`src/rtl/memory_access_mc.sv`:
```
// Memory-access stage: decodes the M-stage instruction, runs one bus transaction and returns valM/stat.
// Define MEM_TIMEOUT_EN to add a wait counter that aborts an unacknowledged access after TIMEOUT cycles.
module memory_access_mc #(
    parameter int ADDR_W    = 64,
    parameter int DATA_W    = 64,
    parameter int MEM_BYTES = 8192,
    parameter int TIMEOUT   = 16
) (
    input  logic              clk_i,
    input  logic              rst_i,
    input  logic              M_valid_i,
    input  logic [3:0]        M_icode_i,
    input  logic [ADDR_W-1:0] M_valE_i,
    input  logic [DATA_W-1:0] M_valA_i,
    input  logic [2:0]        M_stat_i,
    output logic              m_valid_o,
    output logic [DATA_W-1:0] m_valM_o,
    output logic [2:0]        m_stat_o,
    output logic              m_stall_o,
    output logic              mem_req_o,
    output logic              mem_we_o,
    output logic [ADDR_W-1:0] mem_addr_o,
    output logic [DATA_W-1:0] mem_wdata_o,
    input  logic              mem_ack_i,
    input  logic [DATA_W-1:0] mem_rdata_i,
    input  logic              mem_err_i
);
    localparam logic [2:0] SAOK = 3'd1;
    localparam logic [2:0] SADR = 3'd3;
    localparam int         AW1  = ADDR_W + 1;
    localparam logic [AW1-1:0] LIMIT = AW1'(MEM_BYTES);

    typedef enum logic [1:0] {IDLE, BUSY, DONE} state_e;

    state_e            state_q, state_d;
    logic              valid_q, valid_d;
    logic [DATA_W-1:0] valm_q, valm_d;
    logic [2:0]        stat_q, stat_d;
    logic              req_q, req_d;
    logic              we_q, we_d;
    logic [ADDR_W-1:0] addr_q, addr_d;
    logic [DATA_W-1:0] wdata_q, wdata_d;
    logic              rd_q, rd_d;

    logic              is_write, is_read, use_vala, out_of_range, accept;
    logic [ADDR_W-1:0] vala_addr, acc_addr;

    // popq/ret address the stack through valA, which may differ in width from the address bus
    generate
        if (DATA_W >= ADDR_W) begin : g_vala_trunc
            assign vala_addr = M_valA_i[ADDR_W-1:0];
        end else begin : g_vala_ext
            assign vala_addr = {{(ADDR_W-DATA_W){1'b0}}, M_valA_i};
        end
    endgenerate

`ifdef MEM_TIMEOUT_EN
    localparam int CNT_W = $clog2(TIMEOUT + 1);
    logic [CNT_W-1:0] cnt_q, cnt_d;
`endif

    always_comb begin
        is_write     = (M_icode_i == 4'h4) || (M_icode_i == 4'hA) || (M_icode_i == 4'h8);
        is_read      = (M_icode_i == 4'h5) || (M_icode_i == 4'hB) || (M_icode_i == 4'h9);
        use_vala     = (M_icode_i == 4'hB) || (M_icode_i == 4'h9);
        acc_addr     = use_vala ? vala_addr : M_valE_i;
        out_of_range = ({1'b0, acc_addr} + AW1'(8)) > LIMIT;
        accept       = (state_q == IDLE) && M_valid_i && (is_write || is_read)
                       && (M_stat_i == SAOK) && !out_of_range;
    end

    always_comb begin
        state_d = state_q;
        valid_d = 1'b0;
        valm_d  = valm_q;
        stat_d  = stat_q;
        req_d   = req_q;
        we_d    = we_q;
        addr_d  = addr_q;
        wdata_d = wdata_q;
        rd_d    = rd_q;
`ifdef MEM_TIMEOUT_EN
        cnt_d   = cnt_q;
`endif
        case (state_q)
            IDLE: begin
                if (accept) begin
                    state_d = BUSY;
                    req_d   = 1'b1;
                    we_d    = is_write;
                    addr_d  = acc_addr;
                    wdata_d = M_valA_i;
                    rd_d    = is_read;
`ifdef MEM_TIMEOUT_EN
                    cnt_d   = '0;
`endif
                end else if (M_valid_i) begin
                    // a healthy instruction that wanted memory but was refused must be out of range
                    valid_d = 1'b1;
                    valm_d  = '0;
                    stat_d  = ((M_stat_i == SAOK) && (is_write || is_read)) ? SADR : M_stat_i;
                end
            end
            BUSY: begin
                if (mem_ack_i) begin
                    state_d = DONE;
                    req_d   = 1'b0;
                    valid_d = 1'b1;
                    valm_d  = rd_q ? mem_rdata_i : '0;
                    stat_d  = mem_err_i ? SADR : SAOK;
`ifdef MEM_TIMEOUT_EN
                end else if (cnt_q == CNT_W'(TIMEOUT - 1)) begin
                    state_d = DONE;
                    req_d   = 1'b0;
                    valid_d = 1'b1;
                    valm_d  = '0;
                    stat_d  = SADR;
                end else begin
                    cnt_d   = cnt_q + CNT_W'(1);
`endif
                end
            end
            DONE:    state_d = IDLE;
            default: state_d = IDLE;
        endcase
    end

    always_ff @(posedge clk_i) begin
        if (rst_i) begin
            state_q <= IDLE;
            valid_q <= 1'b0;
            valm_q  <= '0;
            stat_q  <= '0;
            req_q   <= 1'b0;
            we_q    <= 1'b0;
            addr_q  <= '0;
            wdata_q <= '0;
            rd_q    <= 1'b0;
`ifdef MEM_TIMEOUT_EN
            cnt_q   <= '0;
`endif
        end else begin
            state_q <= state_d;
            valid_q <= valid_d;
            valm_q  <= valm_d;
            stat_q  <= stat_d;
            req_q   <= req_d;
            we_q    <= we_d;
            addr_q  <= addr_d;
            wdata_q <= wdata_d;
            rd_q    <= rd_d;
`ifdef MEM_TIMEOUT_EN
            cnt_q   <= cnt_d;
`endif
        end
    end

    assign m_valid_o   = valid_q;
    assign m_valM_o    = valm_q;
    assign m_stat_o    = stat_q;
    assign m_stall_o   = (state_q == BUSY) || accept;
    assign mem_req_o   = req_q;
    assign mem_we_o    = we_q;
    assign mem_addr_o  = addr_q;
    assign mem_wdata_o = wdata_q;
endmodule

```
`config.mk`:
```
export PLATFORM = sky130hd
export DESIGN_NAME = memory_access_mc
export DESIGN_NICKNAME = d
export VERILOG_FILES = /design/src/rtl/memory_access_mc.sv
export SDC_FILE = /design/constraint.sdc
export NUM_CORES = 1
export LEC_CHECK = 0
export ABC_AREA = 1
export ABC_CLOCK_PERIOD_IN_PS = 5050
export BUFFER_PORTS_ARGS = -buffer_cell sky130_fd_sc_hd__buf_2
export CELL_PAD_IN_SITES_DETAIL_PLACEMENT = 0
export CELL_PAD_IN_SITES_GLOBAL_PLACEMENT = 1
export CORE_UTILIZATION = 33
export CTS_CLUSTER_DIAMETER = 50
export DETAILED_ROUTE_END_ITERATION = 12
export PLACE_DENSITY = 0.88
export REMOVE_ABC_BUFFERS = 1
export SYNTH_ARGS = -nofsm -noshare
export SYNTH_HDL_FRONTEND = slang
export SYNTH_SLANG_ARGS = --single-unit
```
`constraint.sdc`:
```
create_clock -name clk_i -period 5.05 [get_ports clk_i]
set_input_delay 1.01 -clock clk_i [delete_from_list [all_inputs] [get_ports clk_i]]
set_output_delay 1.01 -clock clk_i [all_outputs]
set_load 0.005 [all_outputs]
```
# Word level (Yosys, flattened, before mapping)
# Cells that the tools add are included.
[word_totals]
out_inout_bits = 199
register_bits = 201
wordCells = 64
input_bits = 204
[classes]
n_eq_ne = 12
n_addsub = 1
order_cmp = 1
reduce_logical = 19
muxes = 22
[ops]
columns = ["cell", "n"]
rows = [
  ["$mux W64", 5],
  ["$pmux W64 S2", 1],
  ["$add A64 B4 Y65 const B", 1],
  ["$gt A65 B14 Y1 const B", 1],
  ["$eq A4 B4 Y1 const B", 4],
  ["$mux W3", 4],
  ["$eq A4 B3 Y1 const B", 2],
  ["$ne A2 B2 Y1 const B", 4],
  ["$logic_or A1 B1 Y1", 7],
  ["$mux W2", 3],
  ["$pmux W3 S2", 1],
  ["$logic_and A1 B1 Y1", 5],
  ["$mux W1", 5],
  ["$pmux W1 S2", 2],
  ["$pmux W2 S2", 1],
  ["$reduce_and A2 Y1", 2],
  ["$reduce_and A4 Y1", 1],
  ["$eq A3 B1 Y1 const B", 1],
  ["$reduce_and A3 Y1", 1],
  ["$eq A2 B1 Y1 const B", 1],
  ["$logic_not A2 Y1", 1],
  ["$reduce_bool A2 Y1", 1],
  ["$logic_not A1 Y1", 1],
]

# Longest topological paths before layout
# Gate-level depths: netlist of the first run.
[depth]
word_depth = 9
depth_mapped = 25
depth_no_buf = 23

# Worst setup path before layout of the first run
# Ideal clock, no wire load.
[synth_path]
kind = "input -> output"
start = "input M_icode_i[0]"
end = "output m_stall_o"
arrival_time_ns = 3.425
required_ns = 4.040
stages = 22
setup_slack_ns = 0.615
n_path_buf = 4
cell_sequence = "buf_4 > nand3_2 > buf_6 > nand2_1 > nand2_1 > ha_1 > inv_1 > nor2_1 > nand3_1 > nor2_2 > nand2_1 > o21ai_1 > nand2_1 > nor2_1 > nand2_1 > nor2_1 > nand3_2 > inv_2 > nand2_2 > buf_2 > buf_4 > nand2_1"
[synth_via]
elab_chain_cells = 8
elab_cells_between_ends = 20
cone_classes = "add/sub: 1; order compare: 1; eq/ne: 6; mux: 1; reduce/logical: 11"
[synth_lines]
columns = ["item", "line_no", "rtl"]
rows = [
  ["from (decl)", "12", "input logic [3:0] M_icode_i,"],
  ["$eq A4 B4 Y1", "65", "use_vala = (M_icode_i == 4'hB) || (M_icode_i == 4'h9);"],
  ["$logic_or A1 B1 Y1 (*)", "65", ""],
  ["$mux W64 (*)", "66", "acc_addr = use_vala ? vala_addr : M_valE_i;"],
  ["named net acc_addr[3]", "46", "logic [ADDR_W-1:0] vala_addr, acc_addr;"],
  ["$add A64 B4 Y65 (*)", "67", "out_of_range = ({1'b0, acc_addr} + AW1'(8)) > LIMIT;"],
  ["$gt A65 B14 Y1 (*)", "67", ""],
  ["$logic_not A1 Y1 (*)", "69", "&& (M_stat_i == SAOK) && !out_of_range;"],
  ["$logic_and A1 B1 Y1 (*)", "69", ""],
  ["$logic_or A1 B1 Y1 (*)", "161", "assign m_stall_o = (state_q == BUSY) || accept;"],
  ["to (decl)", "19", "output logic m_stall_o,"],
]
# Mark *: on every way through the listed nets, which the timed path passes. The rest lies on a longest branch.

# Worst setup path after layout of the first run
[layout_path]
start = "input M_icode_i[2]"
end = "output m_stall_o"
[layout_via]
elab_chain_cells = 8
elab_cells_between_ends = 20
cone_classes = "add/sub: 1; order compare: 1; eq/ne: 6; mux: 1; reduce/logical: 11"
[layout_lines]
columns = ["item", "line_no"]
rows = [
  ["$eq A4 B4 Y1 (tied with other cells)", "64, 65"],
  ["$logic_or A1 B1 Y1 (on tied branches)", "65, 63, 64"],
  ["$mux W64 (tied with other cells)", "66"],
  ["$add A64 B4 Y65 / $logic_or A1 B1 Y1 (equally long branches)", "67, 68"],
  ["$gt A65 B14 Y1 / $logic_and A1 B1 Y1 (equally long branches)", "67, 68"],
  ["$logic_not A1 Y1 / $logic_and A1 B1 Y1 (equally long branches)", "69"],
  ["$logic_and A1 B1 Y1 (*)", "69"],
  ["$logic_or A1 B1 Y1 (*)", "161"],
]
# Every way passes the cells marked *; elsewhere a longest branch is shown, timed or not.

==> results of run 1 <==
## critical path, cell delays in order
cell and delay (ns):
buf_2 0.15, inv_2 0.11, nand3_4 0.13, buf_4 0.14, buf_12 0.14, nand2_1 0.05, nand2_1 0.14, nand2_1 0.14
nor2_2 0.19, nand2_1 0.11, nor2_4 0.18, nand2_2 0.12, xor2_1 0.21, nand2_1 0.07, nor2_1 0.19, nand2_1 0.07
nor2_1 0.13, nand3_2 0.17, inv_2 0.14, nand2_8 0.07, nand2_1 0.10, buf_2 0.13
## how the worst max path moves through the flow
stage / from / to / slack [ns]
CTS: M_icode_i[2] / m_stall_o / 0.01
floorplan: M_icode_i[2] / m_stall_o / -1.09
global placement: M_icode_i[2] / m_stall_o / -0.30
detailed placement: M_icode_i[3] / m_stall_o / -0.30
finish: M_icode_i[2] / m_stall_o / 0.14
global route: M_icode_i[2] / m_stall_o / -0.04
## report_power, final
group          switching (mW)  leakage [nW]  internal, mW
Combinational           0.344          5.42         0.203
Clock                   0.786         0.462          1.21
Sequential             0.0128          1.63          1.61
Total                    1.14          7.51          3.03
## sequential cells by signal, indices dropped and copies added (netlist names)
signal	count
m_stat_o	3
m_valM_o	64
m_valid_o	1
mem_addr_o	64
mem_req_o	1
mem_wdata_o	64
mem_we_o	1
rd_q	1
state_q	2
## routing by layer
| layer | vias up | GRT usage | part of all wire |
|---|---|---|---|
| met4 | 4 | 0.0739 | 0.031 |
| li1 | 6263 | - | - |
| met5 | - | 0 | 0.00062 |
| met1 | 5734 | 0.303 | 0.42 |
| met3 | 81 | 0.0605 | 0.073 |
| met2 | 429 | 0.438 | 0.48 |
## logic make-up after synthesis
| family | Yosys count | synth area share |
|---|---|---|
| AO/OA/AOI/OAI | 115 | 0.0567 |
| flip-flops | 201 | 0.375 |
| adder cells (fa/ha/maj) | 1 | 0.00116 |
| AND/OR/NAND/NOR | 1203 | 0.473 |
| XOR/XNOR | 18 | 0.0147 |
| buffers and inverters | 195 | 0.0797 |
## layout make-up
class                           count  area (µm²)
Clock buffer                       34         742
Clock inverter                     16         204
Multi-Input combinational cell   1338        6320
Timing Repair Buffer              460        2640
Fill cell                        3403       16900
Inverter                          104         393
Sequential cell                   201        4020
Antenna cell                        1        2.50
Tap cell                          435         544
## stage by stage
step / area (µm²) / utilization / std cells
finish: 14900 / 0.468 / 2589
global route: 14900 / 0.468 / 2588
CTS: 14300 / 0.451 / 2578
detailed placement: 13300 / 0.419 / 2525
global placement: 13300 / 0.419 / 2525
floorplan: 10300 / - / 1642
## cell usage in the layout, fill, tap and decap left out, drive strengths merged, types with 3 or more instances in the layout
master	n
dfxtp	201
nand4	43
xor2	8
o21ai	106
nor2	477
clkbuf	38
inv	109
nor3b	50
buf	456
nand3	123
a21oi	4
xnor2	10
bufinv	3
nand2	493
nor3	12
nand3b	5
clkinv	6
## what timing repair did
item                       in CTS  in global routing
setup endpoints to repair       1                  1
pin swaps                       2                  7
gates cloned                    0                  5
resized for setup              15                115
buffers inserted                3                  5
==> run summary, run 1 <==
Pre-Repair DR Iteration Count = 5
Placer Congestion = 0.991
clock buffer count from CTS = 27
Starting Density = 0.338
Worst Hold Depth = 1
EDFF count, synth = 0
post-synthesis sequential area ratio = 0.375
status = finished clean
Reg2Reg Launch Point = state_q[1]
Max transition margin = 0.531
largest net degree at the start of global routing = 144
setup slack after layout = 0.138 ns
crit path DAT = 3.90 ns
grt ovf = 0
Max H-tree Level = 1
I/O Buffers = 402
Synth async-reset ratio = 0
count of final hold-check violations = 0
distinct cell type count after synthesis = 32
Worst-path clk slew = 0.06 ns
clk sinks = 201
total number of vias = 12511
die width = 182 µm
Vias/cell = 4.83
syn avg cell area = 6.20 µm²
type of origin of the critical path = primary input
top-count cell post-synth = nand2_1
total power = 4.17 mW
Critical R2R Capture = mem_req_o
Clock Tree Buf Depth = 3
leading area contributor after synthesis = dfxtp_1
Worst Max-Slew Pin Slew = 0.703 ns
maxcap violations = 0
Seq cells post-synth = 201
GRT Util Overall = 0.251
hold_sp = mem_addr_o[37]
R2R depth = 17
DRC = 0
Layout area overhead = 38.5%
I/O pin count = 403
CTS tree = done
Max Slew Vio Count = 0
top-area cell type share of the netlist area = 0.375
yosys warns = 0
Mapped Cells = 1733
top_reg_cell synth = dfxtp_1
Worst-Skew Late Latency = 0.56 ns
Clock Skew = 0.0184 ns
register-to-register setup slack = 2.09 ns
setup TNS = 0 ns
area of the mapped netlist = 0.0107 mm²
Post-DP HPWL = 33.1 mm
num rows = 65
synth cell count leaders = nand2_1 (488), nor2_1 (464), dfxtp_1 (201)
post-route ant nets = 0
core area = 0.0318 mm²
Leakage = 7.51 nW
number of global-route vias before repair = 11895
initial antenna violation count = 4
Worst EP required = 4.04 ns
final wirelength = 43.7 mm
die area = 0.0333 mm²
Final setup viols = 0
Worst Setup Path Type = in -> out
DR WL/cell = 16.9 µm
first-pass GRT wire length = 65.8 mm
Fmax = 0.204 GHz
maximum fanout along the worst path = 18
WHS Endpoint = mem_addr_o[37]
Post-Place Setup Slack = -0.299 ns
DRC marker count from the first detailed-route iteration = 746
hold slack final = 0.469 ns
Die Span Y = 182 µm
crit end category = output port
share of cells above drive strength 1 = 0.293
fin crit share = 0.973
ranking of synthesized cells by area = dfxtp_1 (37%), nand2_1 (17%), nor2_1 (16%)
Hold WC Path Type = reg -> reg
PwrDens = 280 mW/mm²
worst vdd ir = 0.245 mV
Final Net Count = 2337
clock root cell = clkbuf_16
hold_buf cts = 0
final critical-path required period = 4.91 ns
Power figures use the tool's default switching activity.
==> inputs of run 2 (changes only) <==
--- a/config.mk
+++ b/config.mk
@@ -5,15 +5,14 @@
 export SDC_FILE = /design/constraint.sdc
 export NUM_CORES = 1
 export LEC_CHECK = 0
-export ABC_AREA = 1
 export ABC_CLOCK_PERIOD_IN_PS = 5050
 export BUFFER_PORTS_ARGS = -buffer_cell sky130_fd_sc_hd__buf_2
 export CELL_PAD_IN_SITES_DETAIL_PLACEMENT = 0
 export CELL_PAD_IN_SITES_GLOBAL_PLACEMENT = 1
-export CORE_UTILIZATION = 33
+export CORE_UTILIZATION = 35
 export CTS_CLUSTER_DIAMETER = 50
 export DETAILED_ROUTE_END_ITERATION = 12
-export PLACE_DENSITY = 0.88
+export PLACE_DENSITY = 0.89
 export REMOVE_ABC_BUFFERS = 1
 export SYNTH_ARGS = -nofsm -noshare
 export SYNTH_HDL_FRONTEND = slang
==> run summary, run 2 <==
status = complete, but fails checks
violated checks = negative setup slack
Starting Density = 0.356
Clock Skew = 0.0106 ns
R2R depth = 13
Final Net Count = 1992
Worst-Skew Late Latency = 0.53 ns
clock root cell = clkbuf_16
Placed Cells = 2124
initial antenna violation count = 8
crit end category = output port
worst vdd ir = 0.293 mV
hold_buf cts = 0
post-route ant nets = 0
Post-DP HPWL = 33.3 mm
share of cells above drive strength 1 = 0.373
Hold WC Path Type = reg -> reg
Worst EP required = 4.04 ns
worst path cell trace = buf_4 > nand3b_1 > buf_6 > buf_12 > nand2_2 > nand2_2 > ha_4 > nand2_2 > or4_4 > a222oi_1 > buf_4 > a41o_1 > a31oi_1 > nor4_1 > buf_4 > nand3_4 > nand4bb_4 > nand2b_1 > buf_6
Fmax = 0.192 GHz
Max transition margin = 0.197
Final setup viols = 1
maximum fanout along the worst path = 5
final wirelength = 43.5 mm
most frequent cells in the layout = buf_2 (398), nand2_1 (268), dfxtp_1 (201)
grt ovf = 0
I/O Buffers = 402
hold_sp = mem_wdata_o[62]
Post-Place Setup Slack = -0.252 ns
Reg2Reg Launch Point = state_q[0]
distinct cell type count after synthesis = 72
Pre-Repair DR Iteration Count = 7
synth cell count leaders = nand2_1 (274), dfxtp_1 (201), a21oi_1 (100)
Worst Setup Path Type = in -> out
count of final hold-check violations = 0
WHS Endpoint = mem_wdata_o[62]
PwrDens = 253 mW/mm²
I/O pin count = 403
leading area contributor after synthesis = dfxtp_1
setup slack after layout = -0.154 ns
fill count = 2796
ranking of synthesized cells by area = dfxtp_1 (39%), nand2_1 (10%), a22o_1 (6.1%)
DR WL/cell = 19.8 µm
Layout area overhead = 45.6%
CTS tree = done
Worst-path clk slew = 0.06 ns
fin crit share = 1.03
Seq cells post-synth = 201
syn avg cell area = 8.01 µm²
first-pass GRT wire length = 65.5 mm
Worst Max-Slew Pin Slew = 1.20 ns
top-count cell post-synth = nand2_1
yosys warns = 0
num rows = 62
number of global-route vias before repair = 11482
Worst path max stage delay = 0.43 ns
setup TNS = -0.154 ns
top_reg_cell synth = dfxtp_1
DRC marker count from the first detailed-route iteration = 770
Leakage = 6.70 nW
total number of vias = 11952
core area = 0.0287 mm²
largest net degree at the start of global routing = 91
final critical-path required period = 5.20 ns
commonest non-fill, non-tap cell in the layout = buf_2
Synth async-reset ratio = 0
Max Slew Vio Count = 0
Die Span Y = 173 µm
die area = 0.0299 mm²
total power = 3.76 mW
Slowest-stage cell, CP = or4_4
post-synthesis sequential area ratio = 0.394
Critical R2R Capture = mem_addr_o[48]
Mapped Cells = 1274
GRT Util Overall = 0.274
clock buffer count from CTS = 24
die width = 173 µm
Vias/cell = 5.45
Placer Congestion = 1.07
Clock Tree Buf Depth = 3
RSZ-0062 raised after global routing = yes
area of the mapped netlist = 0.0102 mm²
Max H-tree Level = 1
Worst Hold Depth = 2
type of origin of the critical path = primary input
register-to-register setup slack = 1.72 ns
crit path DAT = 4.19 ns
clk sinks = 201
top-area cell type share of the netlist area = 0.394
Worst setup startpoint = M_icode_i[3]
Non-Filler Instances = 2193
Worst Path Buf+Inv = 6
DRC = 0
hold slack final = 0.446 ns
EDFF count, synth = 0
maxcap violations = 0
Crit path max-delay family = simple AND/OR/NAND/NOR gates
## run 2: cell types whose count changed after synthesis, sizes merged, moves of 19 or more
| cell | delta |
|---|---|
| nor2 | -426 |
| nand2 | -219 |
| a21oi | +97 |
| inv | -94 |
| o21ai | -84 |
| a22o | +71 |
| nand3 | -63 |
| and2 | +55 |
| nor3b | -50 |
| mux2i | +42 |
| nor4 | +30 |
| nor3 | +29 |
| or3 | +19 |
## run 2: cells by family (layout without fill, tap and decap cells)
kind of cell,Yosys count,after routing,synth area share
AOI/OAI and AO/OA,283,283,0.190
xor gates and xnor gates,23,23,0.0197
adders and majority gates,1,1,0.00123
buffers and inverters,93,624,0.0435
DFF,201,201,0.394
muxes,48,48,0.0478
other,0,4,0
and+or+nand+nor,625,625,0.304
## run 2: cell type report
class | count | area (µm²) | share of cell area
Tap cell | 384 | 480 | 0.0323
Clock inverter | 9 | 101 | 0.00682
Timing Repair Buffer | 571 | 3520 | 0.237
Clock buffer | 35 | 692 | 0.0466
Sequential cell | 201 | 4020 | 0.271
Multi-Input combinational cell | 980 | 6000 | 0.403
Antenna cell | 4 | 10.0 | 0.000673
Inverter | 9 | 33.8 | 0.00227
## run 2: worst max-delay path by stage
stage                                 to  slack, ns  depth (start not counted)
after floorplan           mem_addr_o[14]     -10.33                         10
after global placement         m_stall_o      -0.22                         15
after detailed placement       m_stall_o      -0.25                         15
after CTS                      m_stall_o      -0.08                         14
after global routing           m_stall_o      -0.26                         19
final                          m_stall_o      -0.15                         19
## run 2: report_power, final
part	total [mW]	internal [mW]	leakage [nW]	switching, mW
registers	1.59	1.59	1.62	0.000750
logic	0.461	0.188	4.69	0.273
clock network	1.72	1.01	0.387	0.704
## run 2: stage by stage
step	cell area, µm²	util
floorplan	9800	-
global placement	13500	0.471
detailed placement	13500	0.471
CTS	14500	0.505
global route	14900	0.518
finish	14900	0.518
## run 2: repair_timing
item                       CTS  global route
resized for setup           26            36
buffers inserted             7             9
pin swaps                   14            19
cloned                       0             6
setup endpoints to repair    1           135
## run 2: per-layer routing
layer	vias up	GRT usage	wire [µm]
met5	-	0	29
met3	73	0.0717	3820
met2	558	0.463	20700
met1	5643	0.344	18000
met4	6	0.0749	880
li1	5672	-	-
## run 2: worst reg2reg max path: stages (launching register included)
cell	delay (ns)
dfxtp_1	0.31
nand2b_1	0.17
nor4_1	0.24
buf_4	0.19
o221ai_1	0.10
or4b_4	0.53
nor4_2	0.28
o2111a_2	0.28
buf_4	0.13
nor4bb_4	0.31
buf_4	0.19
nor2_4	0.07
clkbuf_16	0.25
and2_1	0.16
==> inputs of run 3 (changes only) <==
--- a/config.mk
+++ b/config.mk
@@ -6,14 +6,16 @@
 export NUM_CORES = 1
 export LEC_CHECK = 0
 export ABC_CLOCK_PERIOD_IN_PS = 5050
-export BUFFER_PORTS_ARGS = -buffer_cell sky130_fd_sc_hd__buf_2
 export CELL_PAD_IN_SITES_DETAIL_PLACEMENT = 0
 export CELL_PAD_IN_SITES_GLOBAL_PLACEMENT = 1
-export CORE_UTILIZATION = 35
+export CORE_AREA = 2 2 159 161
 export CTS_CLUSTER_DIAMETER = 50
 export DETAILED_ROUTE_END_ITERATION = 12
-export PLACE_DENSITY = 0.89
+export DIE_AREA = 0 0 161 163
+export DONT_BUFFER_PORTS = 1
+export PLACE_DENSITY = 0.82
 export REMOVE_ABC_BUFFERS = 1
+export SKIP_LAST_GASP = 1
 export SYNTH_ARGS = -nofsm -noshare
 export SYNTH_HDL_FRONTEND = slang
 export SYNTH_SLANG_ARGS = --single-unit
==> run summary, run 3 (synthesis gave the netlist of run 2 again) <==
status = finished clean
GRT Util Overall = 0.279
Starting Density = 0.414
first-pass GRT wire length = 57.2 mm
Fmax = 0.201 GHz
hold_buf cts = 0
P_int = 2.72 mW
most frequent cells in the layout = nand2_1 (274), dfxtp_1 (201), a21oi_1 (100)
final critical-path required period = 4.97 ns
die width = 161 µm
grt ovf = 0
DRC = 0
fill count = 2450
clock buffer count from CTS = 23
crit path DAT = 3.96 ns
Placer Congestion = 0.966
Worst Max-Slew Pin Slew = 1.20 ns
GRT busiest layer = met2
I/O Buffers = 0
Logic pwr share = 0.067
maximum fanout along the worst path = 37
DR WL/cell = 23.3 µm
hold slack final = 0.461 ns
setup TNS = 0 ns
worst vdd ir = 0.261 mV
Vias/cell = 6.02
number of diodes = 0
Worst Setup Path Type = in -> out
clk sinks = 201
Clock Tree Buf Depth = 3
Max Slew Vio Count = 0
grt met3 use = 0.110
Final Net Count = 1518
post-route ant nets = 0
Post-DP HPWL = 30.0 mm
Worst-path clk slew = 0.06 ns
I/O pin count = 403
Clock Skew = 0.0158 ns
type of origin of the critical path = primary input
total number of vias = 9984
core area = 0.0247 mm²
GR met2 Demand/Resource = 0.437
crit end category = output port
Max H-tree Level = 1
Placed Instance Area = 0.0110 mm²
count of final hold-check violations = 0
final wirelength = 38.6 mm
fin crit share = 0.984
number of global-route vias before repair = 9772
Die Span Y = 163 µm
PwrDens = 298 mW/mm²
maxcap violations = 0
Worst EP required = 4.04 ns
die area = 0.0262 mm²
CTS tree = done
Max transition margin = 0.201
final instance area = 0.0120 mm²
largest net degree at the start of global routing = 91
DRC marker count from the first detailed-route iteration = 832
GR met1 Demand/Resource = 0.350
clock share of power = 0.488
Final setup viols = 0
Switching Power = 0.844 mW
share of cells above drive strength 1 = 0.134
Worst path max stage delay = 0.62 ns
Hold WC Path Type = reg -> reg
Worst-Skew Late Latency = 0.54 ns
worst path cell trace = and3b_2 > buf_12 > or4_1 > o2bb2a_1 > nand2_1 > or4_4 > a2111oi_4 > and4_4 > nand4bb_4 > nand2b_4
initial antenna violation count = 0
Layout area overhead = 17.4%
Seq pwr share = 0.445
clock root cell = clkbuf_16
commonest non-fill, non-tap cell in the layout = nand2_1
Pre-Repair DR Iteration Count = 5
sw frac = 0.237
Leakage = 4.37 nW
Slowest-stage cell, CP = or4_1
num rows = 58
run 3: worst paths after layout:
path / cells after the start / from / slack, ns / endpoint
max reg2reg: 13 / state_q[0] / 1.58 / m_valM_o[46]
max: 10 / M_icode_i[0] / 0.08 / m_stall_o
min: 2 / rd_q / 0.46 / rd_q
min reg2reg: 2 / rd_q / 0.46 / rd_q
run 3: layout make-up:
class	count	area [µm²]	area share
clock buffers	27	611	0.0509
repair buffers	98	815	0.0679
clock inverters	14	194	0.0162
well taps	330	413	0.0344
inverters	9	33.8	0.00282
multi-input cells	980	5900	0.492
flip-flops and latches	201	4020	0.336
run 3: layer usage:
layer	wire length [µm]	vias up
met3	4760	77
met4	1300	0
met5	0	-
met2	17200	527
li1	-	4704
met1	15400	4676
run 3: power by group through the flow:
stage / Sequential (mW) / Combinational, mW / Clock [mW]
2_1_floorplan: 1.62 / 0.153 / 0
6_report: 1.59 / 0.238 / 1.74
3_5_place_dp: 1.62 / 0.226 / 0
4_1_cts: 1.59 / 0.229 / 1.77
3_3_place_gp: 1.62 / 0.227 / 0
5_1_grt: 1.59 / 0.256 / 1.84
run 3: through the flow:
stage / worst slack [ns] / power, mW / std cells / utilization
after detailed placement: -0.0848 / 1.85 / 1614 / 0.447
final: 0.0802 / 3.57 / 1659 / 0.486
after floorplan: -10.33 / 1.78 / 1190 / -
after global placement: -0.0980 / 1.85 / 1614 / 0.447
after CTS: 0.000515 / 3.59 / 1655 / 0.482
after global routing: -0.0274 / 3.69 / 1659 / 0.486
run 3: critical path: cells and delay by family:
family	cells	cell delay (ns)
and+or+nand+nor	7	2.07
AOI/OAI and AO/OA	2	0.69
buffers and inverters	1	0.18
run 3: timing repair:
item / 4_1_cts / 5_1_grt
setup endpoints to repair: 1 / 1
pin swaps: 1 / 11
endpoints found under the hold margin: 0 / 0
resized for setup: 10 / 14
cloned: 0 / 0
buffers inserted: 0 / 4
